<file path="src/rtl/edp_muldiv_seq_if.sv">
`default_nettype none
// ============================================================================
// Module      : edp_muldiv_seq_if
// Description : Control bundle between the multiply/divide microsequencer and
//               the EDP control-field muxes / microcode dispatch.
// Revision    : 1.0 - initial release
// ============================================================================
interface edp_muldiv_seq_if;
   logic       start;
   logic       opDiv;
   logic       abort;
   logic       mq35;
   logic       adSign;
   logic       busy;
   logic       done;
   logic       noDivide;
   logic [5:0] adFunc;
   logic [1:0] adaSel;
   logic [1:0] adbSel;
   logic       arClr;
   logic       arLoad;
   logic [1:0] arShift;
   logic [1:0] mqShift;
   logic       qBit;

   modport slave (
      input  start, opDiv, abort, mq35, adSign,
      output busy, done, noDivide, adFunc, adaSel, adbSel,
             arClr, arLoad, arShift, mqShift, qBit
   );

   modport master (
      output start, opDiv, abort, mq35, adSign,
      input  busy, done, noDivide, adFunc, adaSel, adbSel,
             arClr, arLoad, arShift, mqShift, qBit
   );
endinterface
`default_nettype wire

</file>
<file path="src/rtl/edp_muldiv_seq.sv">
`default_nettype none
// ============================================================================
// Module      : edp_muldiv_seq
// Description : Iterative signed multiply (1-bit Booth) / non-restoring divide
//               sequencer driving the EDP AD/AR/MQ control fields while busy.
// Revision    : 1.0 - initial release
// ============================================================================
module edp_muldiv_seq #(
   parameter int STEPS = 36,
   parameter int CNT_W = 6
) (
   input  wire logic       eboxClk,
   input  wire logic       eboxReset,
   edp_muldiv_seq_if.slave bus
);

   localparam logic [5:0] C_AD_ADD   = 6'o06;
   localparam logic [5:0] C_AD_SUB   = 6'o51;
   localparam logic [5:0] C_AD_A     = 6'o37;
   localparam logic [1:0] C_AR_HOLD  = 2'b00;
   localparam logic [1:0] C_AR_HALF  = 2'b01;
   localparam logic [1:0] C_AR_DBL   = 2'b10;
   localparam logic [1:0] C_MQ_HOLD  = 2'b11;
   localparam logic [1:0] C_MQ_SHR   = 2'b10;
   localparam logic [1:0] C_MQ_SHL   = 2'b01;
   localparam logic [CNT_W-1:0] C_CNT_INIT = CNT_W'(STEPS - 1);

   typedef enum logic [2:0] {
      S_IDLE  = 3'd0,
      S_SETUP = 3'd1,
      S_STEP  = 3'd2,
      S_FIXUP = 3'd3,
      S_DONE  = 3'd4
   } state_t;

   state_t           r_state;
   logic             r_opDiv;
   logic             r_boothPrev;
   logic             r_qPrev;
   logic             r_busy;
   logic             r_done;
   logic             r_noDivide;
   logic [CNT_W-1:0] r_cnt;

   logic             w_firstStep;
   logic             w_lastStep;
   logic             w_overflow;
   logic [5:0]       w_adFunc;
   logic             w_arClr;
   logic             w_arLoad;
   logic [1:0]       w_arShift;
   logic [1:0]       w_mqShift;
   logic             w_qBit;

   assign w_firstStep = (r_cnt == C_CNT_INIT);
   assign w_lastStep  = (r_cnt == '0);
   // A non-negative first partial remainder means the quotient cannot fit.
   assign w_overflow  = (r_state == S_STEP) && r_opDiv && w_firstStep && !bus.adSign;

   // Kept separate from the strobes so the AD function never depends on adSign.
   always_comb begin
      w_adFunc = C_AD_A;
      if (!bus.abort) begin
         case (r_state)
            S_STEP: begin
               if (r_opDiv) begin
                  w_adFunc = r_qPrev ? C_AD_SUB : C_AD_ADD;
               end else begin
                  case ({bus.mq35, r_boothPrev})
                     2'b10:   w_adFunc = C_AD_SUB;
                     2'b01:   w_adFunc = C_AD_ADD;
                     default: w_adFunc = C_AD_A;
                  endcase
               end
            end
            S_FIXUP: w_adFunc = C_AD_ADD;
            default: w_adFunc = C_AD_A;
         endcase
      end
   end

   always_comb begin
      w_arClr   = 1'b0;
      w_arLoad  = 1'b0;
      w_arShift = C_AR_HOLD;
      w_mqShift = C_MQ_HOLD;
      w_qBit    = 1'b0;
      if (!bus.abort) begin
         case (r_state)
            S_SETUP: w_arClr = !r_opDiv;
            S_STEP: begin
               if (!r_opDiv) begin
                  w_arLoad  = 1'b1;
                  w_arShift = C_AR_HALF;
                  w_mqShift = C_MQ_SHR;
               end else if (!w_overflow) begin
                  w_arLoad  = 1'b1;
                  w_arShift = C_AR_DBL;
                  w_mqShift = C_MQ_SHL;
                  w_qBit    = !bus.adSign;
               end
            end
            S_FIXUP: w_arLoad = 1'b1;
            default: w_arLoad = 1'b0;
         endcase
      end
   end

   always_ff @(posedge eboxClk) begin
      if (eboxReset || bus.abort) begin
         r_state     <= S_IDLE;
         r_opDiv     <= 1'b0;
         r_boothPrev <= 1'b0;
         r_qPrev     <= 1'b0;
         r_busy      <= 1'b0;
         r_done      <= 1'b0;
         r_noDivide  <= 1'b0;
         r_cnt       <= '0;
      end else begin
         case (r_state)
            S_IDLE: begin
               r_done <= 1'b0;
               if (bus.start) begin
                  r_opDiv <= bus.opDiv;
                  r_busy  <= 1'b1;
                  r_state <= S_SETUP;
               end
            end
            S_SETUP: begin
               r_cnt      <= C_CNT_INIT;
               r_noDivide <= 1'b0;
               if (r_opDiv) begin
                  r_qPrev <= 1'b1;
               end else begin
                  r_boothPrev <= 1'b0;
               end
               r_state <= S_STEP;
            end
            S_STEP: begin
               if (r_opDiv && w_overflow) begin
                  r_noDivide <= 1'b1;
                  r_done     <= 1'b1;
                  r_state    <= S_DONE;
               end else if (r_opDiv) begin
                  r_qPrev <= !bus.adSign;
                  if (w_lastStep) begin
                     // A negative final remainder needs one restoring add.
                     r_done  <= !bus.adSign;
                     r_state <= bus.adSign ? S_FIXUP : S_DONE;
                  end else begin
                     r_cnt <= r_cnt - CNT_W'(1);
                  end
               end else begin
                  r_boothPrev <= bus.mq35;
                  if (w_lastStep) begin
                     r_done  <= 1'b1;
                     r_state <= S_DONE;
                  end else begin
                     r_cnt <= r_cnt - CNT_W'(1);
                  end
               end
            end
            S_FIXUP: begin
               r_done  <= 1'b1;
               r_state <= S_DONE;
            end
            S_DONE: begin
               r_done  <= 1'b0;
               r_busy  <= 1'b0;
               r_state <= S_IDLE;
            end
            default: begin
               r_busy  <= 1'b0;
               r_done  <= 1'b0;
               r_state <= S_IDLE;
            end
         endcase
      end
   end

   assign bus.busy     = r_busy;
   assign bus.done     = r_done;
   assign bus.noDivide = r_noDivide;
   assign bus.adFunc   = w_adFunc;
   assign bus.adaSel   = 2'b00;
   assign bus.adbSel   = 2'b10;
   assign bus.arClr    = w_arClr;
   assign bus.arLoad   = w_arLoad;
   assign bus.arShift  = w_arShift;
   assign bus.mqShift  = w_mqShift;
   assign bus.qBit     = w_qBit;

endmodule
`default_nettype wire

</file>
<file path="src/flat_wrapper.sv">
// flat-port wrapper written by rule: the top's interface ports become plain ports
module edp_muldiv_seq_flat 
#(
   parameter int STEPS = 36,
   parameter int CNT_W = 6
)
  (eboxClk, eboxReset, bus_start, bus_opDiv, bus_abort, bus_mq35, bus_adSign, bus_busy, bus_done, bus_noDivide, bus_adFunc, bus_adaSel, bus_adbSel, bus_arClr, bus_arLoad, bus_arShift, bus_mqShift, bus_qBit);
  edp_muldiv_seq_if bus_i ();
  input  wire logic eboxClk;
  input  wire logic eboxReset;
  input wire logic [$bits(bus_i.start)-1:0] bus_start;
  input wire logic [$bits(bus_i.opDiv)-1:0] bus_opDiv;
  input wire logic [$bits(bus_i.abort)-1:0] bus_abort;
  input wire logic [$bits(bus_i.mq35)-1:0] bus_mq35;
  input wire logic [$bits(bus_i.adSign)-1:0] bus_adSign;
  output wire logic [$bits(bus_i.busy)-1:0] bus_busy;
  output wire logic [$bits(bus_i.done)-1:0] bus_done;
  output wire logic [$bits(bus_i.noDivide)-1:0] bus_noDivide;
  output wire logic [$bits(bus_i.adFunc)-1:0] bus_adFunc;
  output wire logic [$bits(bus_i.adaSel)-1:0] bus_adaSel;
  output wire logic [$bits(bus_i.adbSel)-1:0] bus_adbSel;
  output wire logic [$bits(bus_i.arClr)-1:0] bus_arClr;
  output wire logic [$bits(bus_i.arLoad)-1:0] bus_arLoad;
  output wire logic [$bits(bus_i.arShift)-1:0] bus_arShift;
  output wire logic [$bits(bus_i.mqShift)-1:0] bus_mqShift;
  output wire logic [$bits(bus_i.qBit)-1:0] bus_qBit;
  assign bus_i.start = bus_start;
  assign bus_i.opDiv = bus_opDiv;
  assign bus_i.abort = bus_abort;
  assign bus_i.mq35 = bus_mq35;
  assign bus_i.adSign = bus_adSign;
  assign bus_busy = bus_i.busy;
  assign bus_done = bus_i.done;
  assign bus_noDivide = bus_i.noDivide;
  assign bus_adFunc = bus_i.adFunc;
  assign bus_adaSel = bus_i.adaSel;
  assign bus_adbSel = bus_i.adbSel;
  assign bus_arClr = bus_i.arClr;
  assign bus_arLoad = bus_i.arLoad;
  assign bus_arShift = bus_i.arShift;
  assign bus_mqShift = bus_i.mqShift;
  assign bus_qBit = bus_i.qBit;
  edp_muldiv_seq #(.STEPS(STEPS), .CNT_W(CNT_W)) u_core (.eboxClk(eboxClk), .eboxReset(eboxReset), .bus(bus_i));
endmodule
</file>
<file path="config.mk">
export PLATFORM = sky130hd
export DESIGN_NAME = edp_muldiv_seq_flat
export DESIGN_NICKNAME = d
export VERILOG_FILES = /design/src/rtl/edp_muldiv_seq_if.sv /design/src/rtl/edp_muldiv_seq.sv /design/src/flat_wrapper.sv
export SDC_FILE = /design/constraint.sdc
export NUM_CORES = 1
export LEC_CHECK = 0
export ABC_CLOCK_PERIOD_IN_PS = 2100
export CAP_MARGIN = 20
export CORE_ASPECT_RATIO = 1.5
export CORE_UTILIZATION = 31
export CTS_CLUSTER_SIZE = 12
export DETAILED_ROUTE_END_ITERATION = 10
export PLACE_DENSITY_LB_ADDON = 0.25
export SYNTH_ARGS = -nofsm -noshare
export SYNTH_HDL_FRONTEND = slang
export SYNTH_SLANG_ARGS = --single-unit
</file>
<file path="constraint.sdc">
create_clock -name eboxClk -period 2.1 [get_ports eboxClk]
set_input_delay 0.525 -clock eboxClk [delete_from_list [all_inputs] [get_ports eboxClk]]
set_output_delay 0.525 -clock eboxClk [all_outputs]
set_load 0.01 [all_outputs]
</file>
[Word level (Yosys, flattened, before mapping)]
Index checks and enable logic that the tools add are counted.
Word-level totals
  register bits: 15
  input bits: 7
Cells by class
  muxes and demuxes: 50
  equal/unequal tests: 15
  reductions and logical operators: 19
  bitwise logic cells: 2
  add/subtract/negate cells: 1
Operators with widths (number)
  $pmux 6 s2: 3
  $mux 6: 5
  $mux 1: 21
  $mux 3: 6
  $mux 2: 8
  $ne 2x2->1 const B: 6
  $pmux 3 s4: 1
  $pmux 1 s2: 5
  $reduce_and 2->1: 5
  $reduce_and 4->1: 2
  $eq 3x2->1 const B: 2
  $eq 6x6->1 const B: 1
  $logic_not 6->1: 1
  $sub 6x1->6 const B: 1
  $logic_and 1x1->1: 4
  $ne 2x1->1 const B: 2
  $eq 3x1->1 const B: 1
  $logic_not 3->1: 1
  $ne 3x2->1 const B: 1
  $pmux 1 s3: 1
  $reduce_and 3->1: 1
  $reduce_or 3->1: 1
  $eq 2x1->1 const B: 1
  $eq 2x2->1 const B: 1
  4 further kinds: 6

[Logic depth before layout (Yosys ltp)]
  depth after elaboration: 8
  gate-level depth with buffers: 7
  mapped depth without buffers: 7

[Worst setup path before layout]
Ideal clock, no wire load.
  path type: input port to output port
  from: in bus_abort
  to: out bus_adFunc[2]
  stages: 4
  arrival: 1509 ps
  path slack: 66 ps
  path through: or2_2 -> nor3_1 -> inv_1 -> buf_4
On the way
  cells in the longest elaborated chain, start to end: 1
RTL lines
  start, declared: RTL line flat_wrapper.sv:13  | input wire logic [$bits(bus_i.abort)-1:0] bus_abort;
  $mux 6: RTL line edp_muldiv_seq.sv:63  | if (!bus.abort) begin
  end, declared: RTL line flat_wrapper.sv:19  | output wire logic [$bits(bus_i.adFunc)-1:0] bus_adFunc;
No other way between the ends.

[Final worst setup path]
  from: reg u_core.r_cnt[3]
  to: out bus_mqShift[1]
On the way
  cells in the longest elaborated chain, start to end: 7
RTL lines
  start, declared: RTL line edp_muldiv_seq.sv:43  | logic [CNT_W-1:0] r_cnt;
  start signal, assigned: RTL line edp_muldiv_seq.sv:151  | r_cnt <= r_cnt - CNT_W'(1);
  start signal, assigned: RTL line edp_muldiv_seq.sv:159  | r_cnt <= r_cnt - CNT_W'(1);
  $eq 6x6->1: RTL line edp_muldiv_seq.sv:55  | assign w_firstStep = (r_cnt == C_CNT_INIT);
  $logic_and 1x1->1 (2 in a row): RTL line edp_muldiv_seq.sv:58  | assign w_overflow = (r_state == S_STEP) && r_opDiv && w_firstStep && !bus.adSign;
  $mux 2: RTL line edp_muldiv_seq.sv:96  | end else if (!w_overflow) begin
  $mux 2: RTL line edp_muldiv_seq.sv:92  | if (!r_opDiv) begin
  $mux 2: RTL line edp_muldiv_seq.sv:89  | case (r_state)
  $mux 2: RTL line edp_muldiv_seq.sv:88  | if (!bus.abort) begin
  end, declared: RTL line flat_wrapper.sv:25  | output wire logic [$bits(bus_i.mqShift)-1:0] bus_mqShift;
No other way between the ends.

==> out/qor.yml <==
cts.sink_count: 15
synth.distinct_cells: 37
fmax_mhz: 461
whs_ns: 0.470
diodes: 0
cp.required_ns: 1.57
antenna_found_initial: 0
skew_ns: 0.00262
status: "complete, but fails checks"
regArea_um2: 304
power_frac_comb: 0.158
finalSetupViolCount: 3
violations: "setup timing"
min-delay-path-class: "register to register"
drive_gt1_frac: 0.358
dieWidth_um: 48.2
h-tree-depth: 1
final_area_mm2: 0.00151
rsz0062_at_grt: "yes"
grtUsageMet1: 0.198
critPathKind: "register to output pin"
pwr_density_cell_mw_per_mm2: 419
setup_tns_ns: -0.170
drc_errors: 0
ir_drop_v: 0.000352
synth_seq_cells: 15
grt_pass1_vias: 1043
top_usage_layer: "met2"
setup_ws_ns: -0.0711
nFillCells: 283
worstSkewPairLatency_ns: 0.25
intPower_uw: 471
fin_nets: 189
fin_crit_sh: 1.03
p_seq_frac: 0.463
ctsHoldBuffers: 0
synth.top_cell.area_share: 0.302
cp_data_arrival_time_ns: 1.65
yosysTopAreaCell: "dfxtp_1"
start_util: 0.334
slew_violations: 0
core_area_mm2: 0.00297
dieArea_mm2: 0.00344
num_rows: 24
wirelength_mm: 2.77
ios: 27
synthTopCellsByCount: "16 x nor2_1, 15 x dfxtp_1, 8 x inv_1, 8 x nand2_1"
gp_congestion: 0.899
synth_edf_count: 0
syn_inst: 130
grt_max_degree: 13
pre_cts_slack_ns: -0.634
grt_usage: 0.180
clkTransAtPathRegs_ns: 0.06
power.leakage_nw: 0.670
r2r_slack_ns: 0.17
vias: 1073
placed_area_mm2: 0.00141
drtIter0Drc: 14
root_buffer: "clkbuf_8"
synth_seq_area_share: 0.302
cts_tree: "yes"
synth_area_leaders: "dfxtp_1 30%, ha_1 6.3%, nor2_1 6.0%, buf_4 5.3%, or3_1 4.4%"
startpoint_type: "register"
met2_usage: 0.324
grtUsageMet3: 0.0151
cts_buffers: 3
switching_power_uw: 164
dr.pass1.iters: 4
multi_input_area_um2: 683
clockBufferDepth: 2
synth_area_per_cell_um2: 7.64
yosysMostFrequentCell: "nor2_1"
grt_pass1_wl_mm: 4.47
grt_overflow_total: 0
maxCapViolCount: 0
post_drt_wl_per_cell_um: 12.9
io_buffer_count: 22
dieHeight_um: 71.3
power.share.clock: 0.379
swShare: 0.258
place.detailed.hpwl_mm: 2.12
critPathMaxFanout: 3
final_util: 0.509
async_flop_share: 0
end_kind: "output pin"
syn_area_um2: 993
period_needed_ns: 2.17
yosys_warnings: 0
ant_nets: 0
viasPerCell: 4.99
hold_viol_final: 0
synth_ff_type: "dfxtp_1"
syn_to_final_growth_pct: 52.4
[registers in the layout (all words and copies together), names as in the netlist]
register / cells
u_core.bus.busy: 1
u_core.r_cnt: 6
u_core.r_boothPrev: 1
u_core.r_qPrev: 1
u_core.bus.noDivide: 1
u_core.r_opDiv: 1
u_core.bus.done: 1
u_core.r_state: 3
[critical path: stages, from the launching register on]
cell and delay [ns]:
dfxtp_2 0.32, or3_4 0.39, or3_4 0.37, and3_4 0.18, inv_2 0.06, buf_6 0.09
[through the flow]
stage                     power (mW)  cells
after CTS                      0.638    215
after floorplan                0.351    132
final                          0.634    215
after global routing           0.667    215
after detailed placement       0.395    210
after global placement         0.394    210
[what timing repair did]
action,in CTS,in global routing
gates resized for setup,62,6
setup endpoints to repair,18,14
pin swaps,7,2
buffers inserted,1,0
[final cells by class]
type	count	area share
Sequential cell	15	0.201
Clock inverter	1	0.00331
Multi-Input combinational cell	98	0.451
Clock buffer	3	0.0273
Timing Repair Buffer	51	0.265
Inverter	8	0.0198
Tap cell	39	0.0322
[power by group through the flow]
| stage | logic (mW) | registers [mW] | clock network, mW |
|---|---|---|---|
| after global placement | 0.0944 | 0.299 | 0 |
| after detailed placement | 0.0958 | 0.300 | 0 |
| after CTS | 0.0988 | 0.293 | 0.246 |
| after floorplan | 0.0514 | 0.300 | 0 |
| final | 0.100 | 0.294 | 0.240 |
| after global routing | 0.111 | 0.294 | 0.262 |
[logic make-up after synthesis]
family                     count (synthesis)  share of synthesized area
buffers and inverters                     19                      0.106
muxes                                      3                     0.0302
AOI/OAI and AO/OA                         27                      0.180
and+or+nand+nor                           59                      0.311
DFF                                       15                      0.302
adders and majority gates                  5                     0.0630
other                                      2                    0.00756
[layer usage]
layer	share of wire	vias up	wire, µm
li1	-	534	-
met1	0.40	511	1100
met2	0.56	24	1540
met3	0.032	4	88
met4	0.014	0	38
met5	0	-	0
[layout by cell type, fill, tap and decap left out, types with 2 or more instances in the layout]
cell type	instances
mux2i_1	2
inv_1	7
nand2_1	8
or3_1	5
nor3_4	2
buf_2	7
ha_1	4
o21ai_0	3
buf_4	29
nand2b_1	5
conb_1	4
dfxtp_1	12
o21ai_1	2
dlygate4sd2_1	5
a21boi_0	2
buf_6	2
nor3_1	3
nor2b_1	2
dfxtp_2	3
a211oi_1	2
nand3b_1	2
clkbuf_8	3
a31oi_1	3
or2_2	3
or3_4	2
a21oi_1	7
clkdlybuf4s50_1	6
nand3_1	2
nor2_1	15
[path summary, 6_finish.rpt]
check                      start             endpoint  cells past startpoint
min          u_core.bus.noDivide  u_core.bus.noDivide                      1
max reg2reg      u_core.r_cnt[0]      u_core.r_cnt[1]                      9
max              u_core.r_cnt[3]       bus_mqShift[1]                      5
min reg2reg  u_core.bus.noDivide  u_core.bus.noDivide                      1
No activity file was read; power rests on OpenSTA's default activity.
